### src/rtl/somador_serial_pkg.sv
// somador_serial_pkg: FSM encoding and default width shared by the serial adder files
package somador_serial_pkg;
   typedef enum logic [1:0] {IDLE = 2'd0, SHIFT = 2'd1, DONE = 2'd2} state_t;
   localparam int WIDTH_DEF = 5;
endpackage

### src/rtl/somador_serial_full_adder.sv
// full_adder_cell: one-bit full adder in sum-of-minterms form
module full_adder_cell (
   output logic s,
   output logic cout,
   input  logic a,
   input  logic b,
   input  logic cin
);
   assign s    = (~a & ~b & cin) | (~a & b & ~cin) | (a & ~b & ~cin) | (a & b & cin);
   assign cout = (~a & b & cin) | (a & ~b & cin) | (a & b & ~cin) | (a & b & cin);
endmodule

### src/rtl/somador_serial.sv
// somador_serial: bit-serial add/subtract, LSB first through a single full-adder cell
module somador_serial
   import somador_serial_pkg::*;
#(
   parameter int WIDTH = WIDTH_DEF
) (
   input  logic             clk,
   input  logic             rst_n,
   input  logic             start,
   input  logic             sub,
   input  logic [WIDTH-1:0] a,
   input  logic [WIDTH-1:0] b,
   output logic             ready,
   output logic             busy,
   output logic             done,
   output logic [WIDTH-1:0] sum,
   output logic             cout,
   output logic             ovf
);
   localparam int CW = $clog2(WIDTH);
   state_t state, state_nx;
   logic [WIDTH-1:0] a_sh, b_sh, res_sh;
   logic [CW-1:0] cnt;
   logic carry, cin_msb, s_bit, c_bit, last, go;
   full_adder_cell u_fa (.s(s_bit), .cout(c_bit), .a(a_sh[0]), .b(b_sh[0]), .cin(carry));
   assign last = cnt == CW'(WIDTH - 1);
   assign go   = ready & start;
   always_ff @(posedge clk or negedge rst_n)
      if (!rst_n) state <= IDLE;
      else state <= state_nx;
   always_comb begin
      state_nx = state;
      state_nx = go ? SHIFT : (state == SHIFT && last) ? DONE : (state == DONE) ? IDLE : state;
   end
   // the done cycle sits in IDLE but refuses a new start so the handshakes never overlap
   always_comb begin
      ready = state == IDLE && !done;
      busy  = state == SHIFT;
   end
   always_ff @(posedge clk or negedge rst_n)
      if (!rst_n) begin
         a_sh    <= '0;
         b_sh    <= '0;
         res_sh  <= '0;
         cnt     <= '0;
         carry   <= 1'b0;
         cin_msb <= 1'b0;
         sum     <= '0;
         cout    <= 1'b0;
         ovf     <= 1'b0;
         done    <= 1'b0;
      end else begin
         done <= state == DONE;
         if (go) begin
            a_sh  <= a;
            b_sh  <= b ^ {WIDTH{sub}};
            carry <= sub;
            cnt   <= '0;
         end else if (state == SHIFT) begin
            a_sh   <= a_sh >> 1;
            b_sh   <= b_sh >> 1;
            res_sh <= {s_bit, res_sh[WIDTH-1:1]};
            carry  <= c_bit;
            cnt    <= last ? cnt : cnt + 1'b1;
            if (last) cin_msb <= carry;
         end else if (state == DONE) begin
            sum  <= res_sh;
            cout <= carry;
            ovf  <= cin_msb ^ carry;
         end
      end
endmodule

### config.mk
export PLATFORM = sky130hd
export DESIGN_NAME = somador_serial
export DESIGN_NICKNAME = d
export VERILOG_FILES = /design/src/rtl/somador_serial_pkg.sv /design/src/rtl/somador_serial_full_adder.sv /design/src/rtl/somador_serial.sv
export SDC_FILE = /design/constraint.sdc
export NUM_CORES = 1
export LEC_CHECK = 0
export ABC_AREA = 1
export CAP_MARGIN = 20
export CORE_ASPECT_RATIO = 1.75
export CORE_MARGIN = 2
export CORE_UTILIZATION = 32
export DETAILED_ROUTE_END_ITERATION = 12
export HOLD_SLACK_MARGIN = 0.06
export SKIP_LAST_GASP = 1
export SLEW_MARGIN = 20
export SYNTH_ARGS = -nofsm -noshare
export SYNTH_HDL_FRONTEND = slang
export SYNTH_SLANG_ARGS = --single-unit
### constraint.sdc
create_clock -name clk -period 1.4 [get_ports clk]
set_input_delay 0.28 -clock clk [delete_from_list [all_inputs] [get_ports clk]]
set_output_delay 0.28 -clock clk [all_outputs]
set_load 0.02 [all_outputs]
==> results of run 1 <==
## path summary, 6_finish.rpt
check,start,to,slack [ns]
setup / recovery,state[1],ready,0.05
hold / removal,rst_n,a_sh[4],0.35
setup reg to reg,state[1],cnt[1],0.15
hold reg to reg,res_sh[0],sum[0],0.47
max in group asynchronous,rst_n,sum[4],0.88
min in group clk,res_sh[0],sum[0],0.47
## cells in the mapped netlist
library cell and count:
nand2_1 67, dfrtp_1 30, inv_1 21, nand3_1 17
o21ai_0 11, nor2_1 6, nand4_1 5, a21oi_1 4
buf_4 4, o21ai_1 3, buf_2 2, ha_1 2
inv_2 2, nor2_2 2, nor2_4 2, xnor2_1 2
buf_6 1, fa_1 1, nand2_2 1, nand3_2 1
## power breakdown
group | internal (mW) | switching [mW] | total, mW
sequential | 1.26 | 0.235 | 1.49
clock | 0.396 | 0.317 | 0.712
combinational | 0.860 | 1.16 | 2.02
## layer usage
metal | vias to the layer above | track usage (%)
li1 | 657 | -
met2 | 32 | 24.5
met5 | - | 0
met1 | 589 | 14.3
met4 | 0 | 8.13
met3 | 8 | 3.31
## flip-flops by register name, indices dropped and copies added, names as in the netlist
register,count
cin_msb,1
a_sh,5
cout,1
sum,5
ovf,1
done,1
res_sh,5
b_sh,5
state,2
cnt,3
carry,1
## worst reg2reg max path: stages (launching register included)
cell	delay (ns)
dfrtp_1	0.41
inv_2	0.07
buf_4	0.10
nand2_2	0.18
nor2_2	0.22
nand2_1	0.07
a21oi_1	0.12
## layout by cell type (no fill, tap or decap), drive strengths merged
| cell type | instances |
|---|---|
| xnor2 | 2 |
| ha | 2 |
| nand4 | 5 |
| o21ai | 14 |
| dfrtp | 30 |
| clkbuf | 8 |
| inv | 23 |
| dlygate4sd2 | 7 |
| clkdlybuf4s50 | 13 |
| nor2 | 10 |
| a21oi | 4 |
| clkinv | 1 |
| fa | 1 |
| buf | 19 |
| nand3 | 18 |
| nand2 | 68 |
## final cells by class
class,count,share of cell area (%)
clock buffer,7,4.41
clock inverter,1,0.255
inverter,23,4.41
tap,51,3.26
sequential,30,38.3
multi-input combinational,124,30.6
timing repair buffer,40,18.8
## stage by stage
step / TNS, ns / hold slack, ns / worst slack [ns]
final: 0 / 0.348 / 0.0498
after global routing: -0.0115 / 0.373 / -0.0115
after CTS: -0.0981 / 0.361 / -0.0981
after detailed placement: -0.224 / 0.466 / -0.115
after global placement: -0.194 / 0.462 / -0.0989
after floorplan: 0 / -0.0156 / 0.212
## kinds of logic (layout without fill, tap and decap cells)
family / after synthesis / in the layout
xor gates and xnor gates: 2 / 2
DFF: 30 / 30
adders and majority gates: 3 / 3
buffers and inverters: 30 / 71
AOI/OAI and AO/OA: 18 / 18
and+or+nand+nor: 101 / 101
## repair_timing
action | 4_1_cts | 5_1_grt
gates resized for setup | 16 | 7
setup buffers | 0 | 0
hold buffers | 0 | 0
endpoints found under the setup margin | 10 | 6
cloned | 0 | 0
==> metrics.txt, run 1 <==
outcome completed; Post-DP HPWL between 2 and 2.5 mm; IO Pins 24; slowest CP cell dfrtp_1; CP arrival around 1.1 ns; largest family of logic cells by synthesized area simple AND/OR/NAND/NOR gates; maximum clock frequency approximately 0.74 GHz; setup violators final 0; FF/Latch Area approximately 750 um^2; family with the most delay on the worst path flip-flops; vias in the first global route between 1000 and 1500; Static Leak 1.06 nW; Power per Cell Area between 2000 and 2500 mW/mm^2; WL met3 113 um; CP bufs+invs 2; Worst Hold Class in2async; top cell type's share of synthesized area about half; cts bufs inserted 5; initial antenna violation count 0; critical path type reg2out; peak supply drop 1.30 mV; Final nets 241; maxcap violations 0; CTS clock-pin slew for the worst setup and hold paths approximately 0.060 ns; CTS tree built; post-synthesis sequential area ratio about 50%; FF+latch count, synth 30; Synth Area in Simple Gates between 20 and 30%; R2R depth 6; row count 32; Critical Path RT roughly 1.1 ns; placed insts 268; Layout Utilization roughly 44%; Die Area 0.00522 mm^2; Max Root-Sink Buffers 2; critical path cell sequence inv_2 -> nand2_1 -> nor2_2 -> buf_4; layout cells sized above 1 around 16%; grt total ovfl 0; DP Area between 0.0015 and 0.002 mm^2; DIE HEIGHT approximately 94 um; routed vias/inst 4.66; Total GRT Usage around 14%; GPL Wtd Cong around 0.79; port bufs 23; Max Fanout on Critical Path 3; global-route wire length before repair between 5 and 6 mm; Crit path largest cell delay 0.41 ns; clock sink count 30; ANT cells 0; # DRC 0; Levels on crit path 4; Synth area leaders dfrtp_1 (51%), nand2_1 (17%), nand3_1 (5.7%); adder-cell share of the synthesized area between 3 and 4%; wire length per cell approximately 11 um; die width 55.5 um; leading area contributor after synthesis dfrtp_1; slew margin rel. roughly four fifths; root buf cell clkbuf_8; Mapped Area roughly 0.0015 mm^2; Multi-input gate area about 600 um^2; Finished Layout Cells between 200 and 300; XOR/XNOR Fraction of Synth Area 1.18%; highest routed layer met4; synth warn 0; initial core utilization between 30% and 40%; cell count after synthesis between 150 and 200; CP endpoint kind output pin; syn_nets about 200; Worst-Margin Slew a little over 0.3 ns; CP Launch Type register; WL final between 3 and 4 mm; met2 WL around 1.6 mm; period utilisation layout a little over nine tenths; Fill cells between 400 and 500; DRT antenna net count 0; clk_skew between 0.004 and 0.005 ns; core area around 0.0044 mm^2; post-route minimum period 1.35 ns; Metal-1 WL between 1 and 1.5 mm; H-tree depth 2; Clk Latency, worst-skew pair approximately 0.28 ns; number of DRC markers in iteration 0 27; compound-gate portion of the synthesized area approximately 6%; post-synth cell types 20; Final Max Slew Viols 0; Synth-to-Final Area Change 32.2%; Final Hold Viols 0; via count 1286; DRT Pass-1 Iters 4; post-route design area 0.00196 mm^2; RSZ-0062 raised after global routing true; largest net degree at the start of global routing 31; Tot Pwr about 4.2 mW; post-synthesis mux area share 0%; syn_area_per_cell between 8 and 9 um^2
Power figures use the tool's default switching activity.
==> run 2, diff against run 1 <==
Settings changed: SETUP_SLACK_MARGIN set to 0.1.
==> run 2 against run 1 <==
Against the previous run:
- register-to-register slack improved by 0.04 ns
- wire length increased by 1.0%
- clock skew increased by 0.0016 ns
- combinational power increased by 7%
- cell count increased by 0.72%
- sequential share of layout area decreased by 0.98 points
- largest cell class unchanged
==> metrics.txt, run 2 (synthesis gave the netlist of run 1 again) <==
outcome completed; post-route design area 0.00201 mm^2 (+2.6%); routed vias/inst 4.68 (+0.36%); layout cells sized above 1 18.5% (+2.1 points); global-route wire length before repair 5.55 mm (+0.74%); FF/Latch Area 751 um^2 (unchanged); largest net degree at the start of global routing 31 (unchanged); peak supply drop 1.34 mV (+3.2%); # DRC 0 (unchanged); setup violators final 0 (unchanged); DRT antenna net count 0 (unchanged); Total GRT Usage 13.8% (+0.087 points); Worst Hold Class in2async; maxcap violations 0 (unchanged); Max Fanout on Critical Path 3 (unchanged); CTS tree built; initial antenna violation count 0 (unchanged); number of DRC markers in iteration 0 25 (-7.4%); CTS clock-pin slew for the worst setup and hold paths 0.07 ns (about the same); Die Area 0.00522 mm^2 (unchanged); Max Root-Sink Buffers 2 (unchanged); Multi-input gate area 619 um^2 (+3.3%); Critical Path RT 1.12 ns (about the same); DRT Pass-1 Iters 4 (unchanged); clk_skew 0.00579 ns (+0.00158 ns); DIE HEIGHT 94.0 um (unchanged); RSZ-0062 raised after global routing true; Synth-to-Final Area Change 35.6%; IO Pins 24 (unchanged); met3 Usage GRT 3.31% (unchanged); maximum clock frequency 0.739 GHz (-0.22%); H-tree depth 2 (unchanged); port bufs 23 (unchanged); Power per Cell Area 2180 mW/mm^2 (+0.89%); DP Area 0.00188 mm^2 (unchanged); Finished Layout Cells 278 (+0.72%); most frequent cells in the layout nand2_1 (64), dfrtp_1 (30), inv_1 (20); WHS 0.348 ns (-0.000387 ns); most common cell after layout, fill and taps aside nand2_1; period utilisation layout 96.7% (+0.21 points); ANT cells 0 (unchanged); root buf cell clkbuf_8; cts bufs inserted 5 (unchanged); via count 1300 (+1.1%); critical path type reg2out; wire length per cell 11.2 um (+0.28%); CP endpoint kind output pin; post-route minimum period 1.35 ns (+0.00292 ns); CP arrival 1.07 ns (about the same); cts hold-fix bufs 0 (unchanged); GPL Wtd Cong 0.789 (unchanged); die width 55.5 um (unchanged); clock sink count 30 (unchanged); WL final 3.12 mm (+1.0%); GR peak layer met2; Final Hold Viols 0 (unchanged); met2 Track Usage GR 24.4% (-0.099 points); final setup TNS 0 ns (unchanged); grt total ovfl 0 (unchanged); Fill cells 464 (+0.43%); CP Launch Type register; GRT met1 Usage 14.7% (+0.35 points); placed insts 268 (unchanged); Post-DP HPWL 2.34 mm (unchanged); slew margin rel. 86.0% (+6.4 points); Static Leak 1.07 nW (+1.3%); core area 0.00444 mm^2 (unchanged); vias in the first global route 1271 (unchanged); initial core utilization 33.4% (unchanged); Clk Latency, worst-skew pair 0.28 ns (about the same); row count 32 (unchanged); Final Max Slew Viols 0 (unchanged); Tot Pwr 4.38 mW (+3.5%); Worst-Margin Slew 0.210 ns (-0.0940 ns); Final nets 243 (+0.83%)
## run 2: worst max-delay path, cell delays in order (launching register included)
cell and delay, ns:
dfrtp_1 0.42, inv_2 0.07, nand2_2 0.06, nor2_4 0.12, buf_6 0.12
## run 2: worst paths after layout
kind,start,endpoint,slack (ns),cells after the start
setup / recovery,state[1],ready,0.05,4
hold reg to reg,res_sh[0],sum[0],0.48,2
max in group asynchronous,rst_n,sum[4],0.88,2
setup reg to reg,carry,res_sh[4],0.19,3
hold / removal,rst_n,a_sh[4],0.35,2
min in group clk,res_sh[0],sum[0],0.48,2
## run 2: what timing repair did
item	CTS	global route
endpoints found under the setup margin	13	19
buffers inserted	0	2
hold endpoints to repair	0	0
pin swaps	0	2
resized for setup	23	11
## run 2: per-stage QoR
step	worst slack, ns	util (%)
6_report	0.0468	45.2
5_1_grt	-0.0131	45.2
4_1_cts	-0.110	44.3
3_5_place_dp	-0.115	42.3
3_3_place_gp	-0.0989	42.3
2_1_floorplan	0.212	-
## run 2: report_power, final
part | total (mW) | internal, mW | switching [mW]
Sequential | 1.49 | 1.26 | 0.234
Clock | 0.720 | 0.396 | 0.324
Combinational | 2.16 | 0.948 | 1.22
## run 2: layout make-up
cell class	instances	area share [%]
flip-flops and latches	30	37.3
multi-input cells	124	30.8
repair buffers	42	19.7
inverters	23	4.48
clock buffers	7	4.29
well taps	51	3.17
clock inverters	1	0.249
## run 2: layer usage
layer	wire length (um)	vias to the layer above
met3	111	13
li1	-	660
met1	1310	592
met5	0	-
met2	1580	35
met4	119	0
==> RTL change 1: new RTL, flow settings as in run 1 <==
The package constant `WIDTH_DEF` goes from 5 to 10.
--- a/src/rtl/somador_serial_pkg.sv
+++ b/src/rtl/somador_serial_pkg.sv
@@ -1,6 +1,6 @@
 // somador_serial_pkg: FSM encoding and default width shared by the serial adder files
 package somador_serial_pkg;
    typedef enum logic [1:0] {IDLE = 2'd0, SHIFT = 2'd1, DONE = 2'd2} state_t;
-   localparam int WIDTH_DEF = 5;
+   localparam int WIDTH_DEF = 10;
 endpackage
 
Interface: changed (resized a, b and sum); port bits go from 24 to 39. No check against the original RTL was run, so the function may have changed too.
==> RTL change 1 against run 1 <==
Total power grew 46%; sequential share of layout area grew 4.0 points; clock skew grew 0.54 ps; die area grew 54%; non-clock buffer count grew 13; setup slack lost 5.4 ps; combinational power grew 26%; routed wire length grew 52%; core utilization shrank 1.8 points; area after synthesis grew 57%; design area grew 54%; sequential cell count grew 21; critical path type unchanged.
==> RTL change 1: results <==
export IMPL_grt_util_met3_pct=3.15
export IMPL_synth_area_leaders="dfrtp_1, nand2_1, o21ai_0"
export IMPL_hp_class="reg -> reg"
export IMPL_synth_area_per_cell_um2=8.57
export IMPL_wl_met1_um=1880
export IMPL_synth_compound_area_share_pct=9.50
export IMPL_met1_usage_pct=14.1
export IMPL_route_met2_wl_um=2520
export IMPL_drt_iter0_markers=96
export IMPL_grt_max_degree=52
export IMPL_clk_latency_ps=290
export IMPL_critPathMaxFanout=3
export IMPL_wl_um=4710
export IMPL_switchingPower_mw=2.43
export IMPL_dr_wl_met3_um=215
export IMPL_cpPeakStageDelay_ps=410
export IMPL_track_usage_pct=12.9
export IMPL_fin_skew_ps=4.74
export IMPL_fin_cells=410
export IMPL_cts_setup_buffers=0
export IMPL_powerClk_mw=1.18
export IMPL_ir_drop_mv=0.630
export IMPL_critPathTopFamily="flip-flops"
export IMPL_status="finished clean"
export IMPL_yosys_mux_area_fraction_pct=0
export IMPL_synthAdderAreaFrac_pct=1.93
export IMPL_yosysSeqAreaShare_pct=54.8
export IMPL_worst_path_max_delay_cell="dfrtp_1"
export IMPL_clockBufferDepth=2
export IMPL_cts_resized_gates=18
export IMPL_dpl_cell_area_um2=2840
export IMPL_slew_headroom_pct=81.6
export IMPL_pg_seq_mw=2.43
export IMPL_pwr_share_seq_pct=39.5
export IMPL_synth_xor_area_share_pct=4.51
export IMPL_synthTopCellsByCount="nand2_1, dfrtp_1, o21ai_0, inv_1, o21ai_1"
export IMPL_fin_nets=350
export IMPL_drive_gt1_share_pct=10.5
export IMPL_setup_viol=0
export IMPL_syn_nets=299
export IMPL_gp_congestion=0.777
export IMPL_synthArstFlopShare_pct=100
export IMPL_yosysUniqueCellTypes=23
export IMPL_cts_root_buffer_cell="clkbuf_16"
export IMPL_p_leak_nw=1.50
export IMPL_dp_cells=396
export IMPL_dp_hpwl_um=3240
export IMPL_via_count=1883
export IMPL_grt_pass1_wl_um=7710
export IMPL_routed_top_layer="met4"
export IMPL_drt_first_pass_iters=4
export IMPL_hold_buffers=1
export IMPL_yosysWarnings=0
export IMPL_n_antenna_cell=0
export IMPL_use_met2_pct=22.7
export IMPL_dp_worst_setup_slack_ps=-96.4
export IMPL_port_buffers=38
export IMPL_cp_arrival_ps=1080
export IMPL_grt_pass1_vias=1775
## RTL change 1: changes by cell type in the layout (fill, tap and decap cells not counted), moves of 7 or more
cell             before  now
o21ai_0              11   21
xnor2_1               2   11
clkdlybuf4s50_1      13   22
nand3_1              17   10
dfrtp_1              30   51
nand2_1              66  105
o21ai_1               3   20
## RTL change 1: final timing paths
| path | startpoint | end | slack [ps] | cells past startpoint |
|---|---|---|---|---|
| max reg2reg | state[0] | a_sh[4] | 100 | 6 |
| max in group asynchronous | rst_n | cnt[3] | 650 | 3 |
| min in group asynchronous | rst_n | sum[4] | 500 | 3 |
| min reg2reg | sum[8] | sum[8] | 480 | 2 |
| min | sum[8] | sum[8] | 480 | 2 |
| max | state[0] | ready | 40 | 4 |
## RTL change 1: area by class of cell
class	instances	area, um2
inverter	23	90.1
sequential	51	1280
timing repair buffer	53	493
tap	86	108
clock buffer	6	129
multi-input combinational	186	885
clock inverter	2	12.5
fill	710	4120
timing repair inverter	3	22.5
==> RTL change 2: new RTL, config.mk and constraints of run 1 <==
Without the edit above. Reset style: synchronous (`rst_n`), changed in 2 clocked blocks.
--- a/src/rtl/somador_serial.sv
+++ b/src/rtl/somador_serial.sv
@@ -25,7 +25,7 @@
    full_adder_cell u_fa (.s(s_bit), .cout(c_bit), .a(a_sh[0]), .b(b_sh[0]), .cin(carry));
    assign last = cnt == CW'(WIDTH - 1);
    assign go   = ready & start;
-   always_ff @(posedge clk or negedge rst_n)
+   always_ff @(posedge clk)
       if (!rst_n) state <= IDLE;
       else state <= state_nx;
    always_comb begin
@@ -37,7 +37,7 @@
       ready = state == IDLE && !done;
       busy  = state == SHIFT;
    end
-   always_ff @(posedge clk or negedge rst_n)
+   always_ff @(posedge clk)
       if (!rst_n) begin
          a_sh    <= '0;
          b_sh    <= '0;
Behaviour: differs if rst_n is asserted again (counterexample within 4 cycles, from zero or initial values and one cycle with rst_n low); with rst_n held inactive, the same outputs for 10 cycles.
==> RTL change 2 against run 1 <==
Die area decreased by 8.1%; design area fell by 7.1%; first-iteration DRC count down 41%; routed wire length down 12%; sequential cell count unchanged; area after synthesis decreased by 8.6%; non-clock buffer count stayed put; setup slack better by 31 ps; sequential share of layout area shrank 5.3 points; register-to-register slack gained 20 ps; largest cell class is now multi-input combinational cells.
Power is not compared: it rests on default switching activity, and its combinational part moved more than twofold at a synthesized area within 25%.
==> RTL change 2: results <==
export IMPL_reg2reg_slack_ps=170
export IMPL_via_count=1246
export IMPL_r2r_start="state[1]"
export IMPL_cpPeakStageDelay_ps=340
export IMPL_yosysSeqAreaShare_pct=44.3
export IMPL_use_met2_pct=23.3
export IMPL_status="finished clean"
export IMPL_synth_xor_area_share_pct=1.29
export IMPL_dr_wl_met3_um=87
export IMPL_route_met2_wl_um=1400
export IMPL_met1_usage_pct=13.9
export IMPL_grt_max_degree=28
export IMPL_grt_util_met3_pct=2.99
export IMPL_hold_worst_slack_ps=474
export IMPL_track_usage_pct=13.3
export IMPL_synthCells=190
export IMPL_wl_met1_um=1160
export IMPL_synthArstFlopShare_pct=0
export IMPL_drt_iter0_markers=16
export IMPL_fin_skew_ps=5.99
export IMPL_wl_um=2720
export IMPL_cp_arrival_ps=1040
export IMPL_dpl_cell_area_um2=1740
export IMPL_synthAdderAreaFrac_pct=3.32
export IMPL_syn_nets=207
export IMPL_critPathMaxFanout=2
export IMPL_synth_area_leaders="dfxtp_1, nand2_1, nor2_1"
export IMPL_vias_per_cell=4.45
export IMPL_hp_class="reg -> reg"
export IMPL_synth_compound_area_share_pct=13.1
[RTL change 2: cell types whose count changed after synthesis, moves of 2 or more]
cell,change
o21ai_0,+5
o21ai_1,-3
a21oi_1,+13
nand3_1,-3
buf_2,-2
nor2_1,+29
dfrtp_1,-30
clkbuf_1,+2
dfxtp_1,+30
nand4_1,-5
nand2_1,-26
inv_1,-4
[RTL change 2: worst max-delay path by stage]
stage	start	end	slack, ps	cells after the start
finish	state[0]	busy	80	4
floorplan	cnt[0]	cnt[0]	200	8
global route	state[0]	b_sh[0]	30	6
detailed placement	state[0]	busy	-70	4
global placement	state[1]	ready	-80	4
CTS	state[0]	busy	-100	4
[RTL change 2: logic make-up (layout without fill, tap and decap cells)]
group | count (synthesis) | count (layout)
simple gates | 94 | 94
xor+xnor | 2 | 2
buf+inv | 27 | 68
fa+ha+maj | 3 | 3
flops | 30 | 30
compound gates | 34 | 34
[RTL change 2: power by group]
| group | switching (mW) | leakage (nW) | internal (mW) |
|---|---|---|---|
| sequential | 0.0261 | 0.245 | 0.899 |
| combinational | 0.147 | 0.558 | 0.131 |
| clock | 0.318 | 0.0472 | 0.394 |
[RTL change 2: worst reg2reg max path: cells and delay by family, from the launching register on]
family | cells | cell delay (ps)
AND/OR/NAND/NOR | 3 | 300
flip-flops | 1 | 340
buffers and inverters | 3 | 420
AO/OA/AOI/OAI | 1 | 70
[RTL change 2: final cells by class]
type / instances / area, um2
timing repair buffer: 40 / 350
clock buffer: 6 / 82.6
multi-input combinational: 133 / 638
tap: 49 / 61.3
clock inverter: 2 / 12.5
fill: 468 / 2290
inverter: 20 / 75.1
sequential: 30 / 601
[RTL change 2: timing repair]
item                                    CTS  global route
endpoints found under the setup margin   10             4
buffers inserted                          0             0
hold buffers                              0             0
gates resized for setup                  13             4
gates cloned                              0             0
